File: src/rtl/if_skid_reg.sv
// PreIF->IF fetch-bundle register with optional two-entry skid; beats with no valid lane are dropped.
// Latency: 1 cycle from accept to out_valid; retire and accept may overlap for 1 beat/cycle.
// Backpressure: SKID=1 drives in_ready from the skid flop only; SKID=0 uses !main.valid || out_ready.
module if_skid_reg #(
    parameter int PC_W  = 32,
    parameter int EXC_W = 8,
    parameter int LANES = 2,
    parameter int SKID  = 1
) (
    input  logic                   clk,
    input  logic                   rst,
    input  logic                   flush,
    input  logic                   in_valid,
    output logic                   in_ready,
    input  logic [LANES*PC_W-1:0]  in_pc,
    input  logic [LANES*EXC_W-1:0] in_exc,
    input  logic [LANES-1:0]       in_mask,
    output logic                   out_valid,
    input  logic                   out_ready,
    output logic [LANES*PC_W-1:0]  out_pc,
    output logic [LANES*EXC_W-1:0] out_exc,
    output logic [LANES-1:0]       out_mask,
    output logic [1:0]             occupancy
);

    typedef struct packed {
        logic [LANES*PC_W-1:0]  pc;
        logic [LANES*EXC_W-1:0] exc;
        logic [LANES-1:0]       mask;
        logic                   valid;
    } entry_t;

    entry_t main_q, main_nxt;
    entry_t skid_q, skid_nxt;
    entry_t in_ent;

    logic accept;
    logic retire;
    logic store;

    assign in_ent = {in_pc, in_exc, in_mask, 1'b1};

    assign in_ready = (SKID != 0) ? !skid_q.valid : (!main_q.valid || out_ready);
    assign accept   = in_valid && in_ready;
    assign retire   = main_q.valid && out_ready;
    // An all-lanes-invalid beat completes its handshake but never occupies an entry.
    assign store    = accept && (|in_mask);

    always_comb begin
        main_nxt = main_q;
        skid_nxt = skid_q;
        if (SKID != 0) begin
            if (skid_q.valid) begin
                if (retire) begin
                    main_nxt = skid_q;
                    skid_nxt = '0;
                end
            end else if (main_q.valid) begin
                if (retire) begin
                    if (store) begin
                        main_nxt = in_ent;
                    end else begin
                        main_nxt.valid = 1'b0;
                    end
                end else if (store) begin
                    skid_nxt = in_ent;
                end
            end else if (store) begin
                main_nxt = in_ent;
            end
        end else begin
            // Accepting into a full main entry implies out_ready, so the old head retires.
            if (store) begin
                main_nxt = in_ent;
            end else if (retire) begin
                main_nxt.valid = 1'b0;
            end
        end
    end

    always_ff @(posedge clk) begin
        if (rst || flush) begin
            main_q <= '0;
            skid_q <= '0;
        end else begin
            main_q <= main_nxt;
            skid_q <= skid_nxt;
        end
    end

    assign out_valid = main_q.valid;
    assign out_pc    = main_q.pc;
    assign out_exc   = main_q.exc;
    assign out_mask  = main_q.mask;
    assign occupancy = {1'b0, main_q.valid} + {1'b0, skid_q.valid};

endmodule

File: config.mk
export PLATFORM = sky130hd
export DESIGN_NAME = if_skid_reg
export DESIGN_NICKNAME = d
export VERILOG_FILES = /design/src/rtl/if_skid_reg.sv
export SDC_FILE = /design/constraint.sdc
export NUM_CORES = 1
export LEC_CHECK = 0
export BUFFER_PORTS_ARGS = -buffer_cell sky130_fd_sc_hd__buf_2
export CAP_MARGIN = 20
export CORE_ASPECT_RATIO = 0.9
export CORE_MARGIN = 5
export CORE_UTILIZATION = 50
export CTS_CLUSTER_DIAMETER = 150
export CTS_CLUSTER_SIZE = 28
export DETAILED_ROUTE_END_ITERATION = 12
export PLACE_DENSITY = 0.76
export SLEW_MARGIN = 20
export SYNTH_ARGS = -nofsm -noshare
export SYNTH_HDL_FRONTEND = slang
export SYNTH_SLANG_ARGS = --single-unit
File: constraint.sdc
create_clock -name clk -period 2 [get_ports clk]
set_input_delay 0.2 -clock clk [delete_from_list [all_inputs] [get_ports clk]]
set_output_delay 0.2 -clock clk [all_outputs]
set_load 0.05 [all_outputs]
==> results.yml, run 1 <==
layout:
  areaGrowthSynthToFinish_pct: 27.5
  fin_cells: 947
  final_area_mm2: 0.00840
  nets: 858
  postLayoutCoreUtil: 0.657
  drive_above_1_share: 0.301
min_path:
  min_path_type: "input port to register"
  holdPathStages: 2
sta:
  skew_ps: 9.75
  setup_tns_ps: 0
  worstMarginPinSlew_ps: 437
  holdWs_ps: 13.7
  rsz0062_at_grt: "yes"
  fin_crit_ps: 1900
  finalSetupViolCount: 0
  fmax_mhz: 527
  min_period_over_period: 0.948
  hold_viol: 0
  slew_headroom: 0.709
  slew_violations: 0
critical_path:
  critPathTopFamily: "buffers and inverters"
  crit_arrival_ps: 1700
  worst_path_max_delay_cell: "dfxtp_4"
  crit_type: "register to output pin"
  reg2reg_depth: 6
  cp.required_ps: 1800
  max_stage_delay_ps: 340
  cp.buffers_inverters: 3
  crit_cells: 4
  path_max_fanout: 27
  worstPathCellList: "buf_4, buf_12, ha_1, buf_2"
  cp-end-kind: "output pin"
  start_kind: "register"
logic_synthesis:
  synthCells: 604
  synth_top_area_frac: 0.504
  ys_seq_area_frac: 0.504
  yosysTopAreaCell: "dfxtp_1"
  syn_area_mm2: 0.00659
  synth_cell_types: 30
  syn-num-nets: 693
  ys_top_cells_by_area: "dfxtp_1 (50%), a32o_1 (12%), a2bb2oi_1 (5.8%)"
  ys_seq_elements: 166
  synth_warnings: 0
  synth.avg_cell_area_um2: 10.9
placed_design:
  dpl.hpwl_mm: 11.3
  numPortBuffers: 172
  dp.cells: 889
  placed_cell_area_mm2: 0.00754
  place_congestion: 0.811
routing:
  num_vias: 5737
  dr.pass1.iters: 6
  detail-route-antenna-nets: 0
  first_iter_violations: 470
  routed_via_density: 6.06
  finalWirelength_mm: 18.0
  route.detailed.drc: 0
  wl_per_cell_um: 19.0
clock_network:
  clk_pin_slew_worst_paths_ps: 60
  cts_root_buf: "clkbuf_16"
  clock_latency_ps: 420
  clock_path_buffers: 2
  cts_sinks: 166
  cts_tree: "built"
  numCtsBuffers: 17
  cts_max_level: 4
  postCtsSetupBuffers: 0
die:
  die_y_um: 119
  start_util: 0.516
  row_count: 39
  die_area_mm2: 0.0156
  pin_count: 173
  core_area_mm2: 0.0128
  die_w_um: 131
global_routing:
  track_usage: 0.229
  grt_overflow_total: 0
  grt_pass1_wl_mm: 29.0
  antenna_found_initial: 3
  grt_start_max_net_pins: 94
  grt_pass1_vias: 5810
status:
  run_status: "finished clean"
pwr:
  power_density_mw_per_mm2: 929
  leakage_nw: 3.45
  max-vdd-ir-drop_v: 0.000897
job:
  maxCapViolCount: 0
## synth_stat cells
| library cell | n |
|---|---|
| o2bb2ai_1 | 36 |
| a2bb2oi_1 | 44 |
| a32o_1 | 82 |
| nor3_2 | 2 |
| a211oi_2 | 1 |
| a21oi_1 | 45 |
| nand2b_1 | 1 |
| clkbuf_1 | 25 |
| nor2_1 | 3 |
| o21ai_2 | 3 |
| mux2_2 | 1 |
| or2_2 | 1 |
| buf_2 | 27 |
| o31ai_1 | 44 |
| buf_4 | 17 |
| nand2_1 | 49 |
| nor3_1 | 4 |
| and2_1 | 1 |
| inv_1 | 2 |
| o31ai_2 | 1 |
| nor3_4 | 1 |
| dfxtp_1 | 166 |
| nand3b_1 | 1 |
| ha_1 | 2 |
| and3_1 | 2 |
| o221a_2 | 2 |
| o32ai_4 | 1 |
| mux2i_1 | 36 |
| buf_6 | 3 |
| o21ai_0 | 1 |
## cells in the final DEF, fill, tap and decap left out, types with 2 or more instances in the layout
master         Yosys  layout
buf_2             27     172
dfxtp_1          166     164
a32o_1            82      82
nand2_1           49      49
a21oi_1           45      45
a2bb2oi_1         44      44
o31ai_1           44      44
mux2i_1           36      36
o2bb2ai_1         36      36
dlygate4sd3_1      0      25
clkbuf_16          0      17
buf_4             17      13
buf_12             0       7
clkinv_1           0       5
nor3_1             4       4
bufinv_16          0       4
clkinv_2           0       3
inv_1              2       2
o21ai_2            3       2
o221a_2            2       2
nor3_2             2       2
nor2_1             3       2
ha_1               2       2
clkbuf_1          25       2
dfxtp_4            0       2
## per-layer routing
layer	wire, µm	part of all wire	track usage
met2	8670	0.48	0.362
met4	261	0.015	0.0835
met5	14	0.00078	0
met1	7750	0.43	0.297
met3	1260	0.070	0.0640
## final cells by class
| class | count | area, µm² |
|---|---|---|
| Clock buffer | 19 | 433 |
| Fill cell | 1038 | 4380 |
| Sequential cell | 166 | 3330 |
| Inverter | 2 | 7.51 |
| Timing Repair Buffer | 218 | 1360 |
| Clock inverter | 13 | 161 |
| Multi-Input combinational cell | 364 | 2900 |
| Antenna cell | 1 | 2.50 |
| Tap cell | 164 | 205 |
## timing repair
action | 4_1_cts | 5_1_grt
resized for setup | 2 | 2
setup endpoints to repair | 1 | 35
hold endpoints to repair | 23 | 2
hold buffers | 23 | 2
## state kept, by name, summed over array words and instances (netlist names)
register	cells
out_pc	64
skid_q	83
out_exc	16
out_valid	1
out_mask	2
## worst register-to-register path, cell delays in order, from the launching register on
cell and delay, ps:
dfxtp_4 340, inv_1 50, ha_1 260, o32ai_4 440, buf_12 350, a2bb2oi_1 240, a21oi_1 100
## power breakdown
group	switching (mW)	total (mW)	internal (mW)
Combinational	0.699	1.07	0.370
Clock	1.23	3.29	2.06
Sequential	0.0508	3.44	3.39
Total	1.99	7.81	5.82
## final timing paths
path	from	to	slack (ps)
setup / recovery	skid_q[0]$_SDFF_PP0_	occupancy[1]	100
setup reg to reg	out_valid$_SDFFE_PP0P_	out_exc[12]$_SDFFE_PP0P_	110
hold reg to reg	out_pc[43]$_SDFFE_PP0P_	out_pc[43]$_SDFFE_PP0P_	460
hold / removal	in_pc[48]	skid_q[67]$_SDFFE_PP0P_	10
## metrics by stage
stage	total power [mW]	setup WS [ps]
2_1_floorplan	4.24	32.4
6_report	7.81	104
3_3_place_gp	4.52	113
5_1_grt	8.10	-17.8
4_1_cts	7.85	12.7
3_5_place_dp	4.54	88.8
## cell families after synthesis
kind of cell               Yosys count  synth area share
AOI/OAI and AO/OA                  260             0.331
adders and majority gates            2           0.00380
buffers and inverters               74            0.0604
DFF                                166             0.504
muxes                               37            0.0564
and+or+nand+nor                     65            0.0440
No activity file was read; power rests on OpenSTA's default activity.
==> inputs of run 2 (changes only) <==
--- a/config.mk
+++ b/config.mk
@@ -5,6 +5,7 @@
 export SDC_FILE = /design/constraint.sdc
 export NUM_CORES = 1
 export LEC_CHECK = 0
+export ABC_AREA = 1
 export BUFFER_PORTS_ARGS = -buffer_cell sky130_fd_sc_hd__buf_2
 export CAP_MARGIN = 20
 export CORE_ASPECT_RATIO = 0.9
@@ -13,7 +14,7 @@
 export CTS_CLUSTER_DIAMETER = 150
 export CTS_CLUSTER_SIZE = 28
 export DETAILED_ROUTE_END_ITERATION = 12
-export PLACE_DENSITY = 0.76
+export PLACE_DENSITY = 0.74
 export SLEW_MARGIN = 20
 export SYNTH_ARGS = -nofsm -noshare
 export SYNTH_HDL_FRONTEND = slang
==> results.yml, run 2 <==
status:
  run_status: "finished clean"
logic_synthesis:
  synth_cell_types: 16
  ys_top_cells_by_area: "dfxtp_1 (40%), nand2_1 (23%), nor2_1 (11%)"
  synthCells: 1356
  async_flop_share: 0
  ys_seq_elements: 166
  synth.avg_cell_area_um2: 6.08
  syn-num-nets: 1445
  ys_seq_area_frac: 0.403
  synth_top_area_frac: 0.403
  ys.flop_type: "dfxtp_1"
  yosysMostFrequentCell: "nand2_1"
  synth_warnings: 0
  yosysTopAreaCell: "dfxtp_1"
  syn_area_mm2: 0.00824
  yosys-top-cells-count: "nand2_1 (501), nor2_1 (247), dfxtp_1 (166)"
  synth-edff-count: 0
sta:
  min_period_over_period: 0.922
  skew_ps: 7.66
  slew_violations: 0
  fin_crit_ps: 1840
  hold_viol: 0
  finalSetupViolCount: 0
  worstMarginPinSlew_ps: 629
  setup_tns_ps: 0
  fmax_mhz: 542
  rsz0062_at_grt: "no"
  slew_headroom: 0.581
  fin_ws_ps: 155
critical_path:
  crit_arrival_ps: 2110
  max_stage_delay_ps: 490
  cp-end-kind: "register"
  start_kind: "register"
  cp.required_ps: 2260
  worstPathCellList: "buf_4, nand2_4, buf_12, nand3_1, a21oi_1"
  worst_path_max_delay_cell: "dfxtp_4"
  path_max_fanout: 42
  crit_type: "register to register"
  cp.buffers_inverters: 2
  critPathTopFamily: "buffers and inverters"
placed_design:
  numPortBuffers: 172
  dpl.hpwl_mm: 13.8
  place_congestion: 0.758
  placed_cell_area_mm2: 0.00913
  dp_slack_ps: 214
layout:
  diodes: 0
  drive_above_1_share: 0.158
  areaGrowthSynthToFinish_pct: 17.3
  final_area_mm2: 0.00967
  nets: 1564
  regMostFlops: "skid_q"
  largest_reg_flops: 83
  layout_common_cells: "nand2_1 (498), nor2_1 (246), buf_2 (172)"
  final_common_cell: "nand2_1"
routing:
  routed_via_density: 4.86
  route.detailed.drc: 0
  dr.pass1.iters: 5
  wl_per_cell_um: 12.7
  finalWirelength_mm: 21.5
  first_iter_violations: 571
  detail-route-antenna-nets: 0
  num_vias: 8220
clock_network:
  post_cts_resized: 0
  clk_pin_slew_worst_paths_ps: 60
  clock_latency_ps: 420
  cts_max_level: 4
  clock_path_buffers: 2
  numCtsBuffers: 17
  postCtsSetupBuffers: 0
  cts_root_buf: "clkbuf_16"
  cts_tree: "built"
  cts_sinks: 166
  hold_buffers: 0
die:
  die_area_mm2: 0.0192
  pin_count: 173
  die_y_um: 132
  row_count: 44
  start_util: 0.509
  die_w_um: 145
  core_area_mm2: 0.0162
pwr:
  max-vdd-ir-drop_v: 0.000585
  power_density_mw_per_mm2: 800
  leakage_nw: 4.85
global_routing:
  grt_pass1_vias: 7378
  antenna_found_initial: 1
  grt_pass1_wl_mm: 36.1
  track_usage: 0.220
  grt_start_max_net_pins: 74
  grt_overflow_total: 0
min_path:
  min_path_type: "input port to register"
job:
  maxCapViolCount: 0
[run 2: cell count changes in the layout (fill, tap and decap cells not counted), sizes merged, moves of 36 or more]
cell	previous run	this run
nand2	49	504
nor2	3	248
inv	2	137
nand3	0	120
a32o	82	0
o31ai	45	0
a2bb2oi	44	0
a21oi	45	84
mux2i	36	0
o2bb2ai	36	0
[run 2: through the flow]
step	utilization	power, mW	hold WS, ps	std cells
final	0.597	7.74	45.8	1691
after detailed placement	0.564	4.75	472	1663
after CTS	0.597	7.81	33.5	1691
after global routing	0.597	8.09	32.0	1691
after global placement	0.564	4.74	467	1663
after floorplan	-	4.44	348	1356
[run 2: worst paths after layout]
| check | startpoint | endpoint | slack, ps | cells past startpoint |
|---|---|---|---|---|
| worst max-delay path | skid_q[0]$_SDFF_PP0_ | skid_q[14]$_SDFFE_PP0P_ | 160 | 5 |
| worst min-delay path | in_pc[58] | skid_q[77]$_SDFFE_PP0P_ | 50 | 3 |
| worst max register to register | skid_q[0]$_SDFF_PP0_ | skid_q[14]$_SDFFE_PP0P_ | 160 | 5 |
| worst min register to register | skid_q[25]$_SDFFE_PP0P_ | skid_q[25]$_SDFFE_PP0P_ | 480 | 2 |
[run 2: per-layer routing]
layer  GRT usage  routed length (µm)  vias up
met5           0                   7        -
met4      0.0554                 293        2
met3      0.0526                1630       23
met2       0.353                9780      244
met1       0.299                9760     3643
li1            -                   -     4308
[run 2: final cells by class]
cell class	instances	area, µm²
clock inverter	5	50.0
clock buffer	23	488
inverter	137	514
multi-input combinational	959	3930
sequential	166	3330
timing repair buffer	194	1100
fill	1595	6520
tap	207	259
[run 2: kinds of logic after synthesis]
| family | after synthesis | share of synthesized area |
|---|---|---|
| flip-flops | 166 | 0.403 |
| AND/OR/NAND/NOR | 872 | 0.418 |
| buffers and inverters | 231 | 0.124 |
| AO/OA/AOI/OAI | 85 | 0.0516 |
| adder cells (fa/ha/maj) | 2 | 0.00304 |
[run 2: worst reg2reg max path, cell delays in order, from the launching register on]
cell and delay [ps]:
dfxtp_4 490, buf_4 490, nand2_4 290, buf_12 250
nand3_1 110, a21oi_1 70
[run 2: power breakdown]
part | total (mW) | internal, mW | switching, mW
clock | 3.06 | 1.81 | 1.25
sequential | 3.44 | 3.39 | 0.0437
combinational | 1.24 | 0.364 | 0.875
